[src/rtl/isa_pkg.sv]
// isa_pkg: shared opcodes, instruction field positions and class flags for Fetch/Decode/Execute
package isa_pkg;
  localparam int XLEN = 32;
  localparam int NREG = 32;
  localparam int RW = $clog2(NREG);
  localparam int PCW = 5;
  localparam int OPC_W = 7;
  localparam int OPC_LO = 25;
  localparam int DST_LO = 20;
  localparam int SRC1_LO = 15;
  localparam int SRC2_LO = 10;
  localparam int OFF_LO = 0;
  localparam int OFF_W = 15;
  localparam int BLO_W = 10;
  localparam logic [OPC_W-1:0] OP_ADD = 7'h00;
  localparam logic [OPC_W-1:0] OP_SUB = 7'h01;
  localparam logic [OPC_W-1:0] OP_MUL = 7'h02;
  localparam logic [OPC_W-1:0] OP_LDB = 7'h10;
  localparam logic [OPC_W-1:0] OP_LDW = 7'h11;
  localparam logic [OPC_W-1:0] OP_STB = 7'h12;
  localparam logic [OPC_W-1:0] OP_STW = 7'h13;
  localparam logic [OPC_W-1:0] OP_BEQ = 7'h30;
  localparam logic [OPC_W-1:0] OP_JUMP = 7'h31;
  typedef struct packed {
    logic wr_en;
    logic is_load;
    logic is_store;
    logic is_branch;
    logic illegal;
  } cls_t;
  function automatic cls_t classify(input logic [OPC_W-1:0] op);
    cls_t c;
    logic is_r;
    is_r = op inside {OP_ADD, OP_SUB, OP_MUL};
    c.is_load = op inside {OP_LDB, OP_LDW};
    c.is_store = op inside {OP_STB, OP_STW};
    c.is_branch = op inside {OP_BEQ, OP_JUMP};
    c.wr_en = is_r | c.is_load;
    c.illegal = ~(is_r | c.is_load | c.is_store | c.is_branch);
    return c;
  endfunction
  function automatic logic [XLEN-1:0] sext(input logic [OFF_W-1:0] v);
    return {{(XLEN-OFF_W){v[OFF_W-1]}}, v};
  endfunction
endpackage

[src/rtl/regfile_2r1w.sv]
// regfile_2r1w: 32x32 register file, r0 hardwired zero, write-through bypass, three read ports
module regfile_2r1w import isa_pkg::*; (
  input  logic            clk,
  input  logic            rst_n,
  input  logic            we,
  input  logic [RW-1:0]   wa,
  input  logic [XLEN-1:0] wd,
  input  logic [RW-1:0]   ra,
  input  logic [RW-1:0]   rb,
  input  logic [RW-1:0]   rc,
  output logic [XLEN-1:0] da,
  output logic [XLEN-1:0] db,
  output logic [XLEN-1:0] dc
);
  logic [XLEN-1:0] mem [NREG];
  function automatic logic [XLEN-1:0] rd(input logic [RW-1:0] a);
    return (a == '0) ? '0 : (we && wa == a) ? wd : mem[a];
  endfunction
  // storage; r0 is never written so it stays at its reset value
  always_ff @(posedge clk or negedge rst_n)
    if (!rst_n)
      for (int i = 0; i < NREG; i++) mem[i] <= '0;
    else if (we && wa != '0)
      mem[wa] <= wd;
  assign da = rd(ra);
  assign db = rd(rb);
  assign dc = rd(rc);
endmodule

[src/rtl/decode_stage.sv]
// decode_stage: decodes the Fetch instruction, reads operands, detects load-use hazards, registers the bundle
module decode_stage import isa_pkg::*; (
  input  logic             clk,
  input  logic             rst_n,
  input  logic [XLEN-1:0]  ins_in,
  input  logic [PCW-1:0]   pc_in,
  input  logic             ins_valid,
  input  logic             ex_stall,
  input  logic             flush,
  input  logic             wb_en,
  input  logic [RW-1:0]    wb_addr,
  input  logic [XLEN-1:0]  wb_data,
  output logic             fetch_stall,
  output logic             out_valid,
  output logic [OPC_W-1:0] out_opcode,
  output logic [RW-1:0]    out_dst,
  output logic [XLEN-1:0]  out_a,
  output logic [XLEN-1:0]  out_b,
  output logic [XLEN-1:0]  out_imm,
  output logic [PCW-1:0]   out_pc,
  output logic             out_wr_en,
  output logic             out_is_load,
  output logic             out_is_store,
  output logic             out_is_branch,
  output logic             out_illegal
);
  logic [OPC_W-1:0] opc;
  logic [RW-1:0] dst, s1, s2;
  logic [XLEN-1:0] rd_a, rd_b, rd_c, imm, opb;
  cls_t cls;
  logic is_r, use2, haz;
  regfile_2r1w u_rf (
    .clk(clk), .rst_n(rst_n), .we(wb_en), .wa(wb_addr), .wd(wb_data),
    .ra(s1), .rb(s2), .rc(dst), .da(rd_a), .db(rd_b), .dc(rd_c)
  );
  // field extraction, immediate formation and load-use hazard against the bundle in Execute's input
  always_comb begin
    opc = ins_in[OPC_LO +: OPC_W];
    dst = ins_in[DST_LO +: RW];
    s1 = ins_in[SRC1_LO +: RW];
    s2 = ins_in[SRC2_LO +: RW];
    cls = classify(opc);
    is_r = cls.wr_en & ~cls.is_load;
    use2 = is_r | (opc == OP_BEQ);
    imm = (cls.is_load | cls.is_store) ? sext(ins_in[OFF_LO +: OFF_W]) :
          cls.is_branch ? sext({dst, ins_in[0 +: BLO_W]}) :
          is_r ? XLEN'(ins_in[0 +: BLO_W]) : '0;
    opb = cls.is_store ? rd_c : rd_b;
    haz = ins_valid & out_valid & out_is_load & (out_dst != '0) &
          ((out_dst == s1) | (use2 & (out_dst == s2)) | (cls.is_store & (out_dst == dst)));
  end
  assign fetch_stall = haz | ex_stall;
  // bundle register: flush and hazard insert a bubble, ex_stall freezes everything
  always_ff @(posedge clk or negedge rst_n)
    if (!rst_n) begin
      out_valid <= 1'b0;
      out_opcode <= '0;
      out_dst <= '0;
      out_a <= '0;
      out_b <= '0;
      out_imm <= '0;
      out_pc <= '0;
      {out_wr_en, out_is_load, out_is_store, out_is_branch, out_illegal} <= '0;
    end else if (flush || (!ex_stall && haz))
      out_valid <= 1'b0;
    else if (!ex_stall) begin
      out_valid <= ins_valid;
      out_opcode <= opc;
      out_dst <= dst;
      out_a <= rd_a;
      out_b <= opb;
      out_imm <= imm;
      out_pc <= pc_in;
      {out_wr_en, out_is_load, out_is_store, out_is_branch, out_illegal} <= cls;
    end
endmodule

[config.mk]
export PLATFORM = sky130hd
export DESIGN_NAME = decode_stage
export DESIGN_NICKNAME = d
export VERILOG_FILES = /design/src/rtl/isa_pkg.sv /design/src/rtl/regfile_2r1w.sv /design/src/rtl/decode_stage.sv
export SDC_FILE = /design/constraint.sdc
export NUM_CORES = 2
export LEC_CHECK = 0
export BUFFER_PORTS_ARGS = -buffer_cell sky130_fd_sc_hd__buf_4
export CORE_ASPECT_RATIO = 0.5
export CORE_MARGIN = 4
export CORE_UTILIZATION = 51
export CTS_CLUSTER_DIAMETER = 50
export DETAILED_ROUTE_END_ITERATION = 8
export GPL_TIMING_DRIVEN = 0
export PLACE_DENSITY = 0.67
export REMOVE_ABC_BUFFERS = 1
export SYNTH_ARGS = -nofsm -noshare
export SYNTH_HDL_FRONTEND = slang
export SYNTH_SLANG_ARGS = --single-unit
export TNS_END_PERCENT = 50
[constraint.sdc]
create_clock -name clk -period 4.7 [get_ports clk]
set_input_delay 0.235 -clock clk [delete_from_list [all_inputs] [get_ports clk]]
set_output_delay 0.235 -clock clk [all_outputs]
set_load 0.02 [all_outputs]
# Word level (Yosys, flattened, before mapping)
# Index checks and enable logic that the tools add are counted.
[word_totals]
in_bits = 80
regBits = 1143
elab_cells = 130
out_inout_bits = 120
[classes]
bitwise_logic = 23
reduce_logical = 19
n_eq_ne = 15
n_mux = 24
order_cmp = 5
[ops]
columns = ["cell", "count"]
rows = [
  ["$bwmux W1024", 1],
  ["$mux W32", 16],
  ["$bmux W32 S5", 3],
  ["$demux W32 S5", 1],
  ["$eq A5 B5 Y1", 6],
  ["$eq A7 B5 Y1 const B", 4],
  ["$ge A6 B6 Y1 const B", 4],
  ["$not A5 Y6", 4],
  ["$logic_not A5 Y1", 3],
  ["$eq A7 B6 Y1 const B", 2],
  ["$mux W10", 1],
  ["$reduce_bool A5 Y1", 2],
  ["$or A1 B1 Y1", 8],
  ["$and A1 B1 Y1", 7],
  ["$eq A7 B1 Y1 const B", 1],
  ["$eq A7 B2 Y1 const B", 1],
  ["$logic_not A7 Y1", 1],
  ["$logic_and A1 B1 Y1", 6],
  ["$lt A6 B1 Y1 const B", 1],
  ["$reduce_bool A2 Y1", 3],
  ["$not A1 Y1", 4],
  ["$reduce_bool A3 Y1", 1],
  ["$mux W1", 2],
  ["$ne A2 B1 Y1 const B", 1],
  ["3 further kinds", 3],
]

# Longest topological paths before layout
[depth]
depth_word = 13
mapped_depth = 11
depth_no_buf = 6

# By module
# Synthesis repeated with hierarchy kept, for this count alone.
[hier_totals]
hier_cells = 5242
area_unflattened_um2 = 68968.6
[by_module_without_submodules]
columns = ["mod", "seq_area_each_um2", "instances", "cells_per_inst", "area_per_inst_um2"]
rows = [
  ["regfile_2r1w", 25624.6, 1, 4859, 64335.5],
  ["decode_stage", 2552.4, 1, 383, 4633.2],
]

# Least setup slack after synthesis
# Ideal clock, no wire load.
[synth_path]
path_type = "reg-to-reg"
start = "register out_dst[1]"
end = "register out_opcode[1]"
required_ps = 4575
path_slack_ps = 2447
stages_incl_launch_ff = 8
t_arrival_ps = 2128
synth_period_minus_slack_ps = 2253
cell_sequence = "dfrtp_1 -> or4_1 -> o2111ai_1 -> a31o_1 -> buf_2 -> nand3_2 -> buf_6 -> mux2_2"
[synth_via]
elab_chain_len = 9
[synth_lines]
columns = ["item", "line", "text"]
rows = [
  ["start, declared", "decode_stage.sv:16", "output logic [RW-1:0] out_dst,"],
  ["start signal, assigned", "decode_stage.sv:69", "out_dst <= dst;"],
  ["$eq A5 B5 Y1", "decode_stage.sv:50", "((out_dst == s1) | (use2 & (out_dst == s2)) | (cls.is_store & (out_dst == dst)));"],
  ["$and A1 B1 Y1", "decode_stage.sv:50", ""],
  ["$or A1 B1 Y1 (2 in series)", "decode_stage.sv:50", ""],
  ["$and A1 B1 Y1 *", "decode_stage.sv:49", "haz = ins_valid & out_valid & out_is_load & (out_dst != '0) &"],
  ["$logic_and A1 B1 Y1 *", "decode_stage.sv:64", "end else if (flush || (!ex_stall && haz))"],
  ["$logic_or A1 B1 Y1 *", "decode_stage.sv:64", ""],
  ["$not A1 Y1 (no line) *", "--", ""],
  ["$reduce_and A2 Y1 (no line) *", "--", ""],
  ["end signal, assigned", "decode_stage.sv:68", "out_opcode <= opc;"],
  ["end, declared", "decode_stage.sv:15", "output logic [OPC_W-1:0] out_opcode,"],
]
# Every way passes the cells marked *; elsewhere a longest branch is shown, timed or not.
# A chain may end at the register's enable or synchronous reset.

# Worst setup path after layout
[layout_path]
start = "input port ins_in[28]"
end = "output port fetch_stall"
[layout_via]
elab_chain_len = 10
[layout_lines]
columns = ["item", "line", "text"]
rows = [
  ["start, declared", "decode_stage.sv:5", "input logic [XLEN-1:0] ins_in,"],
  ["$eq A7 B1 Y1, or another cell as far along", "isa_pkg.sv:34", "is_r = op inside {OP_ADD, OP_SUB, OP_MUL};"],
  ["$reduce_bool A3 Y1 / $reduce_bool A2 Y1 (equally long branches)", "isa_pkg.sv:34, isa_pkg.sv:35", ""],
  ["$or A1 B1 Y1 / $not A1 Y1 (equally long branches)", "isa_pkg.sv:38, decode_stage.sv:43", ""],
  ["$and A1 B1 Y1", "decode_stage.sv:43", "is_r = cls.wr_en & ~cls.is_load;"],
  ["$or A1 B1 Y1", "decode_stage.sv:44", "use2 = is_r | (opc == OP_BEQ);"],
  ["$and A1 B1 Y1", "decode_stage.sv:50", ""],
  ["$or A1 B1 Y1", "decode_stage.sv:50", ""],
  ["$or A1 B1 Y1 *", "decode_stage.sv:50", ""],
  ["$and A1 B1 Y1 *", "decode_stage.sv:49", ""],
  ["$or A1 B1 Y1 *", "decode_stage.sv:52", "assign fetch_stall = haz | ex_stall;"],
  ["end, declared", "decode_stage.sv:13", "output logic fetch_stall,"],
]
# Marked as above.

==> impl_metrics.prom <==
# TYPE chip_impl_metric gauge
chip_impl_info{name="ys_dominant_reg_cell",value="dfrtp_1"} 1
chip_impl_metric{name="report.final.hold_viol_count",unit=""} 0
chip_impl_metric{name="rows",unit=""} 94
chip_impl_metric{name="diode_insertion_count_for_antenna_repair",unit=""} 0
chip_impl_metric{name="skew",unit="ns"} 0.0211
chip_impl_metric{name="power_per_cell_area",unit="mW/mm²"} 397
chip_impl_metric{name="ys_warn_count",unit=""} 0
chip_impl_info{name="ctsRootBufferMaster",value="clkbuf_16"} 1
chip_impl_metric{name="grt_met2_usage",unit="%"} 52.9
chip_impl_metric{name="gr-total-overflow",unit=""} 0
chip_impl_metric{name="worst_slew_pin_slew",unit="ns"} 1.54
chip_impl_metric{name="postSynthAreaPerCell",unit="µm²"} 13.6
chip_impl_metric{name="critPathMaxStageDelay",unit="ns"} 0.73
chip_impl_info{name="run_status",value="finished with violations"} 1
chip_impl_metric{name="placer_congestion",unit=""} 0.818
chip_impl_metric{name="grt_usage",unit="%"} 34.5
chip_impl_metric{name="max_slew_violation_count",unit=""} 66
chip_impl_metric{name="synth_simple_gate_area_share",unit="%"} 1.84
chip_impl_metric{name="drt_wl_total",unit="µm"} 245000
chip_impl_info{name="worst-setup-path-type",value="input pin to primary output"} 1
chip_impl_metric{name="finish.net_count",unit=""} 4992
chip_impl_metric{name="stdcell_count",unit=""} 6784
chip_impl_metric{name="synth-seq-cells",unit=""} 1126
chip_impl_info{name="worstPathCellList",value="dlygate4sd3_1 -> buf_4 -> or3_4 -> nor3_2 -> nand4_1 -> a31o_4 -> buf_16 -> nand2_1 -> buf_4"} 1
chip_impl_metric{name="ys_seq_area_share",unit="%"} 41.2
chip_impl_metric{name="p_leak",unit="nW"} 33.2
chip_impl_metric{name="critical_path_required",unit="ns"} 4.47
chip_impl_metric{name="report.final.setup_viol",unit=""} 0
chip_impl_info{name="min_path_type",value="input pin to async pin"} 1
chip_impl_metric{name="vias_in_the_first_global_route",unit=""} 51000
chip_impl_metric{name="synth_adder_area_share",unit="%"} 0
chip_impl_metric{name="initial_antenna_violation_count",unit=""} 8
chip_impl_metric{name="die_y",unit="µm"} 267
chip_impl_metric{name="number_of_synthesized_flops_with_an_enable_pin",unit=""} 0
chip_impl_metric{name="die_w",unit="µm"} 526
chip_impl_metric{name="grt_start_max_net_pins",unit=""} 178
chip_impl_metric{name="post-route-drc-count",unit=""} 0
chip_impl_metric{name="cts_post_setup_buffers_inserted",unit=""} 0
chip_impl_metric{name="synth-xor-area-share",unit="%"} 0.384
chip_impl_metric{name="clk-insertion-delay-late",unit="ns"} 0.77
chip_impl_metric{name="cp_max_fo",unit=""} 29
chip_impl_metric{name="min_period",unit="ns"} 3.67
chip_impl_metric{name="ctsHtreeMaxLevel",unit=""} 3
chip_impl_metric{name="wl_per_cell",unit="µm"} 36.1
chip_impl_metric{name="first_iter_violations",unit=""} 6428
chip_impl_metric{name="met3_usage",unit="%"} 11.2
chip_impl_info{name="unrepaired_setup_endpoints_after_global_routing",value="false"} 1
chip_impl_info{name="violations_in_the_final_reports",value="max-slew violations"} 1
chip_impl_metric{name="post_syn_area",unit="mm²"} 0.0684
chip_impl_metric{name="via_per_inst",unit=""} 7.34
chip_impl_metric{name="final_layout_size_suffix_gt1_share",unit="%"} 42.9
chip_impl_metric{name="fin_setup_tns",unit="ns"} 0
chip_impl_metric{name="worst-endpoint-arrival",unit="ns"} 3.43
chip_impl_metric{name="areaGrowthSynthToFinish",unit="%"} 12.6
chip_impl_info{name="clock_tree_from_tritoncts",value="yes"} 1
chip_impl_info{name="synth_top_family_by_area",value="multiplexers"} 1
chip_impl_metric{name="detailed_route_via_count",unit=""} 49800
chip_impl_metric{name="worst-path-buf-inv",unit=""} 4
chip_impl_metric{name="cts.sinks",unit=""} 1126
chip_impl_metric{name="drt_pre_antenna_iters",unit=""} 8
chip_impl_metric{name="timing.slew.headroom",unit="%"} -2.98
chip_impl_metric{name="core_area",unit="mm²"} 0.132
chip_impl_metric{name="ant_nets",unit=""} 0
chip_impl_info{name="critical_path_cell_with_the_highest_stage_delay",value="nor3_2"} 1
chip_impl_metric{name="number_of_cells_produced_by_synthesis",unit=""} 5034
chip_impl_metric{name="cts_buffers",unit=""} 114
chip_impl_metric{name="port_buffers",unit=""} 199
chip_impl_metric{name="muxShareOfSynthArea",unit="%"} 44.7
chip_impl_metric{name="yosysUniqueCellTypes",unit=""} 52
chip_impl_info{name="timing.critical_path.max_delay_family",value="simple AND/OR/NAND/NOR gates"} 1
chip_impl_info{name="setup.worst_path.start_class",value="input pin"} 1
chip_impl_metric{name="initial_utilization",unit="%"} 51.7
chip_impl_info{name="crit_path_end_kind",value="primary output"} 1
chip_impl_metric{name="synth_compound_gate_area_share",unit="%"} 7.69
chip_impl_metric{name="synthArstFlopShare",unit="%"} 100
chip_impl_metric{name="fmax",unit="MHz"} 273
chip_impl_metric{name="drv.max_cap_violation_count",unit=""} 0
chip_impl_metric{name="numPlacedInstances",unit=""} 6510
chip_impl_metric{name="wire_length_of_the_first_global_routing_pass",unit="µm"} 354000
chip_impl_info{name="top_usage_layer",value="met2"} 1
chip_impl_metric{name="number_of_i_o_pins",unit=""} 200
chip_impl_metric{name="timing.final.crit_share",unit="%"} 78.1
chip_impl_info{name="critical_path.most_common_cell",value="buf_4"} 1
chip_impl_metric{name="design_power_total",unit="mW"} 30.6
chip_impl_metric{name="clkTransAtPathRegs",unit="ns"} 0.07
chip_impl_metric{name="die-area",unit="mm²"} 0.140
chip_impl_metric{name="post-dp-hpwl",unit="µm"} 139000
chip_impl_metric{name="cts_buffer_depth",unit=""} 3
chip_impl_metric{name="vdd_drop_max",unit="V"} 0.000304
chip_impl_metric{name="grt.met1_usage",unit="%"} 44.3
[cell families after synthesis]
group                  Yosys count
flip-flops                    1126
buffers and inverters          621
AND/OR/NAND/NOR                262
XOR/XNOR                        30
multiplexers                  2275
AO/OA/AOI/OAI                  720
[synthesized netlist by cell type, types with 51 or more instances]
library cell / instances / share of area (%)
nand2_1: 121 / 0.66
dfrtp_1: 1126 / 41
buf_1: 73 / 0.40
a211oi_1: 74 / 0.81
mux2_2: 1045 / 17
a22oi_1: 225 / 2.5
a31oi_1: 66 / 0.60
o221ai_1: 120 / 1.5
o22ai_1: 51 / 0.47
mux2i_1: 702 / 10
clkbuf_1: 326 / 1.8
buf_2: 142 / 1.0
mux4_2: 514 / 17
a21oi_1: 85 / 0.62
[cells in the final DEF (no fill, tap or decap), types with 13 or more instances in the layout]
master / n
a22oi_1: 225
clkbuf_8: 25
a31oi_1: 66
nand2_1: 105
dfrtp_1: 1126
dlygate4sd3_1: 61
o221ai_1: 120
mux4_2: 514
a211oi_1: 74
o22ai_1: 51
a21oi_1: 84
buf_16: 63
nor2_4: 19
bufinv_16: 13
nor2b_1: 21
clkinv_2: 18
nand3_1: 15
mux2_2: 1045
o2bb2ai_1: 32
clkbuf_16: 114
clkbuf_1: 17
buf_4: 188
buf_12: 40
mux2i_1: 702
nand2_4: 16
mux2_4: 14
xor2_1: 17
a221oi_1: 27
xnor2_1: 13
[layout make-up]
cell class,instances,area (µm²)
Timing Repair Buffer,368,4780
Inverter,15,61.3
Clock inverter,56,713
Tap cell,1776,2220
Sequential cell,1126,28200
Clock buffer,156,3260
Fill cell,10200,55300
Multi-Input combinational cell,3287,37800
[layer usage]
layer	vias to the layer above	routed length, µm	share of wire [%]
li1	19500	-	-
met1	26100	92200	38
met2	3250	110000	45
met3	932	28400	12
met4	6	14400	5.9
met5	-	46	0.019
[power by group]
group	total, mW	switching [mW]	leakage, nW	internal (mW)
Clock	9.85	4.26	1.96	5.59
Sequential	13.3	1.78	14.4	11.5
Combinational	7.46	3.24	16.9	4.22
Total	30.6	9.28	33.2	21.3
[stage by stage]
| stage | util, % | cell area [µm²] | worst slack, ns | hold WS, ns |
|---|---|---|---|---|
| global route | 58.2 | 77000 | 0.886 | 0.0552 |
| finish | 58.2 | 77000 | 1.03 | 0.0369 |
| CTS | 58.2 | 77000 | 1.07 | 0.0109 |
| global placement | 52.4 | 69300 | -9.96 | 0.399 |
| floorplan | - | 65600 | 0.713 | -0.0606 |
| detailed placement | 54.7 | 72400 | 0.313 | 0.198 |
[flip-flops by register name, summed over array words and instances, names as in the netlist]
signal         cells
u_rf.mem        1024
out_a             32
out_b             32
out_imm           15
out_opcode         7
out_dst            5
out_pc             5
out_illegal        1
out_is_branch      1
out_is_load        1
out_is_store       1
out_valid          1
out_wr_en          1
[what timing repair did]
item,in CTS,in global routing
endpoints found under the hold margin,1072,0
resized for setup,0,0
hold buffers,61,0
[worst register-to-register path: stages (launching register included)]
cell and delay (ns):
dfrtp_1 0.47, or4_1 0.57, o2111ai_1 0.24, a31o_4 0.31
buf_16 0.35, nand4_1 0.84, buf_8 0.45, buf_8 0.17
o2bb2ai_1 0.19
[worst paths after layout]
kind,start,cells after the start,to,slack (ns)
min in group clk,ins_in[18],5,out_a[24]$_DFFE_PN0P_,0.06
worst max register to register,out_dst[1]$_DFFE_PN0P_,8,out_a[14]$_DFFE_PN0P_,1.03
worst max-delay path,ins_in[28],9,fetch_stall,1.03
worst min register to register,u_rf.mem[1004]$_DFFE_PN0P_,0,u_rf.mem[1004]$_DFFE_PN0P_,0.42
max in group asynchronous,rst_n,6,u_rf.mem[609]$_DFFE_PN0P_,1.78
worst min-delay path,rst_n,2,u_rf.mem[89]$_DFFE_PN0P_,0.04
Note: power is estimated with default switching activity, not from simulation.
